--- config.mk ---
export PLATFORM = sky130hd
export DESIGN_NAME = cont_bcd_mod
export DESIGN_NICKNAME = d
export VERILOG_FILES = /design/src/rtl/cont_bcd_mod.sv
export SDC_FILE = /design/constraint.sdc
export NUM_CORES = 1
export LEC_CHECK = 0
export BUFFER_PORTS_ARGS = -buffer_cell sky130_fd_sc_hd__clkbuf_2
export CORE_MARGIN = 2
export CORE_UTILIZATION = 51
export CTS_BUF_LIST = sky130_fd_sc_hd__clkbuf_8 sky130_fd_sc_hd__clkbuf_16
export DETAILED_ROUTE_END_ITERATION = 16
export PLACE_DENSITY = 0.77
export SETUP_SLACK_MARGIN = 0.05
export SYNTH_ARGS = -nofsm -noshare
export SYNTH_HDL_FRONTEND = slang
export SYNTH_SLANG_ARGS = --single-unit
--- constraint.sdc ---
create_clock -name cbcd_clock -period 2.3 [get_ports cbcd_clock]
set_input_delay 0.575 -clock cbcd_clock [delete_from_list [all_inputs] [get_ports cbcd_clock]]
set_output_delay 0.575 -clock cbcd_clock [all_outputs]
set_load 0.1 [all_outputs]
--- src/rtl/cont_bcd_mod.sv ---
`default_nettype none
// cont_bcd_mod: two-digit BCD modulo counter (up/down, range-checked load, wrap and load-error pulses).
// Revision 1.0 - initial release.
module cont_bcd_mod #(
   parameter int MODULO = 24,
   parameter int MSD_W  = 3
) (
   input  logic             cbcd_clock,
   input  logic             cbcd_reset,
   input  logic             cbcd_en,
   input  logic             cbcd_up,
   input  logic             cbcd_load,
   input  logic [3:0]       cbcd_load_lsd,
   input  logic [MSD_W-1:0] cbcd_load_msd,
   output logic [3:0]       cbcd_lsd,
   output logic [MSD_W-1:0] cbcd_msd,
   output logic             cbcd_wrap,
   output logic             cbcd_load_err
);

   localparam int               TOP_MSD_I = (MODULO - 1) / 10;
   localparam int               TOP_LSD_I = (MODULO - 1) % 10;
   localparam logic [MSD_W-1:0] TOP_MSD   = TOP_MSD_I[MSD_W-1:0];
   localparam logic [3:0]       TOP_LSD   = TOP_LSD_I[3:0];

   generate
      if (MODULO < 2 || MODULO > 10 * (2 ** MSD_W)) begin : g_bad_modulo
         $error("cont_bcd_mod: MODULO out of range for MSD_W");
      end
   endgenerate

   logic load_ok;
   logic at_top;
   logic at_zero;

   // Range check is done digit-wise against the top value, no binary sum needed.
   always_comb begin
      load_ok = 1'b0;
      if (cbcd_load_lsd <= 4'd9) begin
         if (cbcd_load_msd < TOP_MSD) begin
            load_ok = 1'b1;
         end else if (cbcd_load_msd == TOP_MSD && cbcd_load_lsd <= TOP_LSD) begin
            load_ok = 1'b1;
         end
      end
   end

   assign at_top  = (cbcd_msd == TOP_MSD) && (cbcd_lsd == TOP_LSD);
   assign at_zero = (cbcd_msd == '0) && (cbcd_lsd == 4'd0);

   always_ff @(posedge cbcd_clock or negedge cbcd_reset) begin
      if (!cbcd_reset) begin
         cbcd_lsd      <= 4'd0;
         cbcd_msd      <= '0;
         cbcd_wrap     <= 1'b0;
         cbcd_load_err <= 1'b0;
      end else begin
         cbcd_wrap     <= 1'b0;
         cbcd_load_err <= 1'b0;
         if (cbcd_load) begin
            if (load_ok) begin
               cbcd_lsd <= cbcd_load_lsd;
               cbcd_msd <= cbcd_load_msd;
            end else begin
               cbcd_load_err <= 1'b1;
            end
         end else if (cbcd_en) begin
            if (cbcd_up) begin
               if (at_top) begin
                  cbcd_lsd  <= 4'd0;
                  cbcd_msd  <= '0;
                  cbcd_wrap <= 1'b1;
               end else if (cbcd_lsd == 4'd9) begin
                  cbcd_lsd <= 4'd0;
                  cbcd_msd <= cbcd_msd + MSD_W'(1);
               end else begin
                  cbcd_lsd <= cbcd_lsd + 4'd1;
               end
            end else begin
               if (at_zero) begin
                  cbcd_lsd  <= TOP_LSD;
                  cbcd_msd  <= TOP_MSD;
                  cbcd_wrap <= 1'b1;
               end else if (cbcd_lsd == 4'd0) begin
                  cbcd_lsd <= 4'd9;
                  cbcd_msd <= cbcd_msd - MSD_W'(1);
               end else begin
                  cbcd_lsd <= cbcd_lsd - 4'd1;
               end
            end
         end
      end
   end

endmodule
`default_nettype wire

==> results.py <==
metrics = {
    "outcome": {
        "status": "complete, no violations",
    },
    "setup_path": {
        "required_ps": 2410,
        "cp.depth": 7,
        "slowest_stage": "or4_4",
        "crit_type": "flip-flop to flip-flop",
        "start_kind": "flip-flop",
        "reg2reg_depth": 7,
        "path_delay_family": "simple AND/OR/NAND/NOR gates",
        "crit_arrival_ps": 2130,
        "path_max_fanout": 5,
        "timing.rr.start": "cbcd_msd[0]$_DFFE_PN0P_",
        "max_stage_delay_ps": 500,
        "cp-end-kind": "flip-flop",
        "crit_buf_inv": 1,
        "critPathLaunch": "cbcd_msd[0]$_DFFE_PN0P_",
        "crit_chain": "inv_1, ha_1, nand2_1, or4_4, o21a_1, a22o_1, mux2_2",
    },
    "sta": {
        "finalHoldViolCount": 0,
        "drv_slew": 0,
        "period_needed_ps": 2020,
        "finalSetupViolations": 0,
        "clock_skew_ps": 3.05,
        "min_period_over_period_pct": 87.8,
        "worst_pin_slew_ps": 542,
        "slew_headroom_pct": 64.0,
        "max_clock_freq_mhz": 495,
        "final.setup.tns_ps": 0,
        "rsz0062_at_grt": "false",
    },
    "logic_synthesis": {
        "synthFlopType": "dfrtp_1",
        "syn_inst": 97,
        "synth_edf_count": 0,
        "synth_commonest_cells": "dfrtp_1 (9), inv_1 (9), nor2_1 (9), ha_1 (7)",
        "syn-cell-area_um2": 827,
        "netlist.top_cell.by_area": "dfrtp_1",
        "synth_area_per_cell_um2": 8.53,
        "synth_warnings": 0,
        "synth_cell_types": 37,
        "yosys-top-cells-area": "dfrtp_1 (27%), ha_1 (11%), inv_1 (4.1%), nor2_1 (4.1%), nand2b_1 (3.8%)",
        "ys_seq_area_share_pct": 27.2,
        "synth_top_area_share_pct": 27.2,
        "ys_ff_latch": 9,
        "synth-async-reset-ratio_pct": 100,
        "syn_nets": 116,
    },
    "cells_and_area": {
        "area_delta_synth_final_pct": 18.8,
        "fin_area_um2": 982,
        "drive_gt1_share_pct": 28.0,
        "antenna_cells": 0,
        "nets": 138,
        "fill_cells": 128,
    },
    "clock_tree": {
        "cts_hold_buffers": 0,
        "clk_pin_slew_ps": 40,
        "cts_inserted_buffers": 3,
        "cts_tree": "built",
        "clockRootBuffer": "clkbuf_8",
        "clockBufferDepth": 2,
        "clock_latency_ps": 230,
        "htreeDepth": 1,
        "cts.sinks": 9,
        "cts_resized": 0,
        "cts_setup_buffers": 0,
    },
    "route": {
        "drtPass1Iterations": 4,
        "post_drt_wl_per_cell_um": 14.5,
        "detail-route-antenna-nets": 0,
        "vias_per_cell": 6.06,
        "routed_wl_um": 1950,
        "vias": 812,
        "first_iter_violations": 30,
        "post-route-drc-count": 0,
    },
    "placed_design": {
        "port_buffers": 20,
        "placed_cell_area_um2": 937,
        "post-dp-hpwl_um": 1540,
        "globalplace.congestion": 0.835,
    },
    "pwr": {
        "vdd_drop_max_mv": 0.842,
        "cellLeakagePower_nw": 0.466,
        "power.density_nw_per_um2": 1280,
    },
    "die": {
        "die_area_um2": 1960,
        "start_util_pct": 54.9,
        "die_w_um": 44.3,
        "coreArea_um2": 1510,
        "rows": 14,
        "die_h_um": 44.3,
        "io-pin-count": 21,
    },
    "global_route": {
        "overflow": 0,
        "grt_pass1_wl_um": 3200,
        "grt_max_degree": 16,
        "track_usage_pct": 21.6,
        "grt_pass1_vias": 732,
        "grt_antenna_before_repair": 0,
    },
    "hold_path": {
        "min_path_type": "input pin to asynchronous set/reset pin",
    },
    "job": {
        "cap_violations": 0,
    },
}
-- logic make-up (layout without fill, tap and decap cells) --
| kind of cell | count (synthesis) | in the layout | share of synthesized area [%] |
|---|---|---|---|
| and+or+nand+nor | 31 | 31 | 21.8 |
| DFF | 9 | 9 | 27.2 |
| muxes | 2 | 2 | 2.57 |
| buffers and inverters | 13 | 34 | 6.96 |
| adders and majority gates | 7 | 7 | 10.6 |
| AOI/OAI and AO/OA | 35 | 35 | 30.9 |
-- flip-flops by register name (all words and copies together), names as in the netlist --
| signal | count |
|---|---|
| cbcd_msd | 3 |
| cbcd_wrap | 1 |
| cbcd_lsd | 4 |
| cbcd_load_err | 1 |
-- where the power goes --
| group | switching, mW | total, mW | internal [mW] |
|---|---|---|---|
| Clock | 0.0570 | 0.173 | 0.116 |
| Sequential | 0.0887 | 0.302 | 0.213 |
| Combinational | 0.580 | 0.781 | 0.202 |
-- layout make-up --
type | instances | area, um^2 | share of cell area (%)
multi-input cells | 75 | 544 | 55.4
flip-flops and latches | 9 | 231 | 23.6
repair buffers | 21 | 108 | 11.0
clock inverters | 1 | 3.75 | 0.382
well taps | 16 | 20.0 | 2.04
clock buffers | 3 | 41.3 | 4.20
inverters | 9 | 33.8 | 3.44
-- placed cells by master, fill, tap and decap left out, drive strengths merged, types with 2 or more instances in the layout --
master | Yosys | final
a211o | 2 | 2
a211oi | 3 | 3
a21oi | 6 | 6
a22o | 2 | 2
a311oi | 2 | 2
a32oi | 3 | 3
clkbuf | 2 | 23
dfrtp | 9 | 9
ha | 7 | 7
inv | 9 | 10
nand2 | 4 | 4
nand2b | 6 | 6
nand3 | 4 | 4
nor2 | 9 | 9
nor2b | 2 | 2
o21a | 2 | 2
o21ai | 6 | 6
o31a | 2 | 2
-- path summary, 6_finish.rpt --
| kind | to | slack, ps |
|---|---|---|
| worst min register to register | cbcd_msd[0]$_DFFE_PN0P_ | 570 |
| min in group cbcd_clock | cbcd_msd[0]$_DFFE_PN0P_ | 570 |
| worst max register to register | cbcd_msd[0]$_DFFE_PN0P_ | 280 |
| max in group asynchronous | cbcd_lsd[0]$_DFFE_PN0P_ | 1890 |
| worst min-delay path | cbcd_msd[2]$_DFFE_PN0P_ | 200 |
| worst max-delay path | cbcd_msd[0]$_DFFE_PN0P_ | 280 |
-- metrics by stage --
step           instances  power [mW]  worst slack, ps  utilization [%]  hold slack (ps)
2_1_floorplan         97       0.940             80.1                -              279
3_3_place_gp         130        1.07              309             62.2              438
3_5_place_dp         130        1.08              291             62.2              440
4_1_cts              134        1.26              279             65.2              200
5_1_grt              134        1.33              173             65.2              203
6_report             134        1.26              280             65.2              198
-- metal layers --
layer  GRT usage [%]  up-vias  share of wire (%)
met5               0        -                  0
met4            10.3        0               0.77
met3            2.45        2                4.3
li1                -      406                  -
met1            30.3      379                 48
met2            32.9       25                 47
Power figures use the tool's default switching activity.
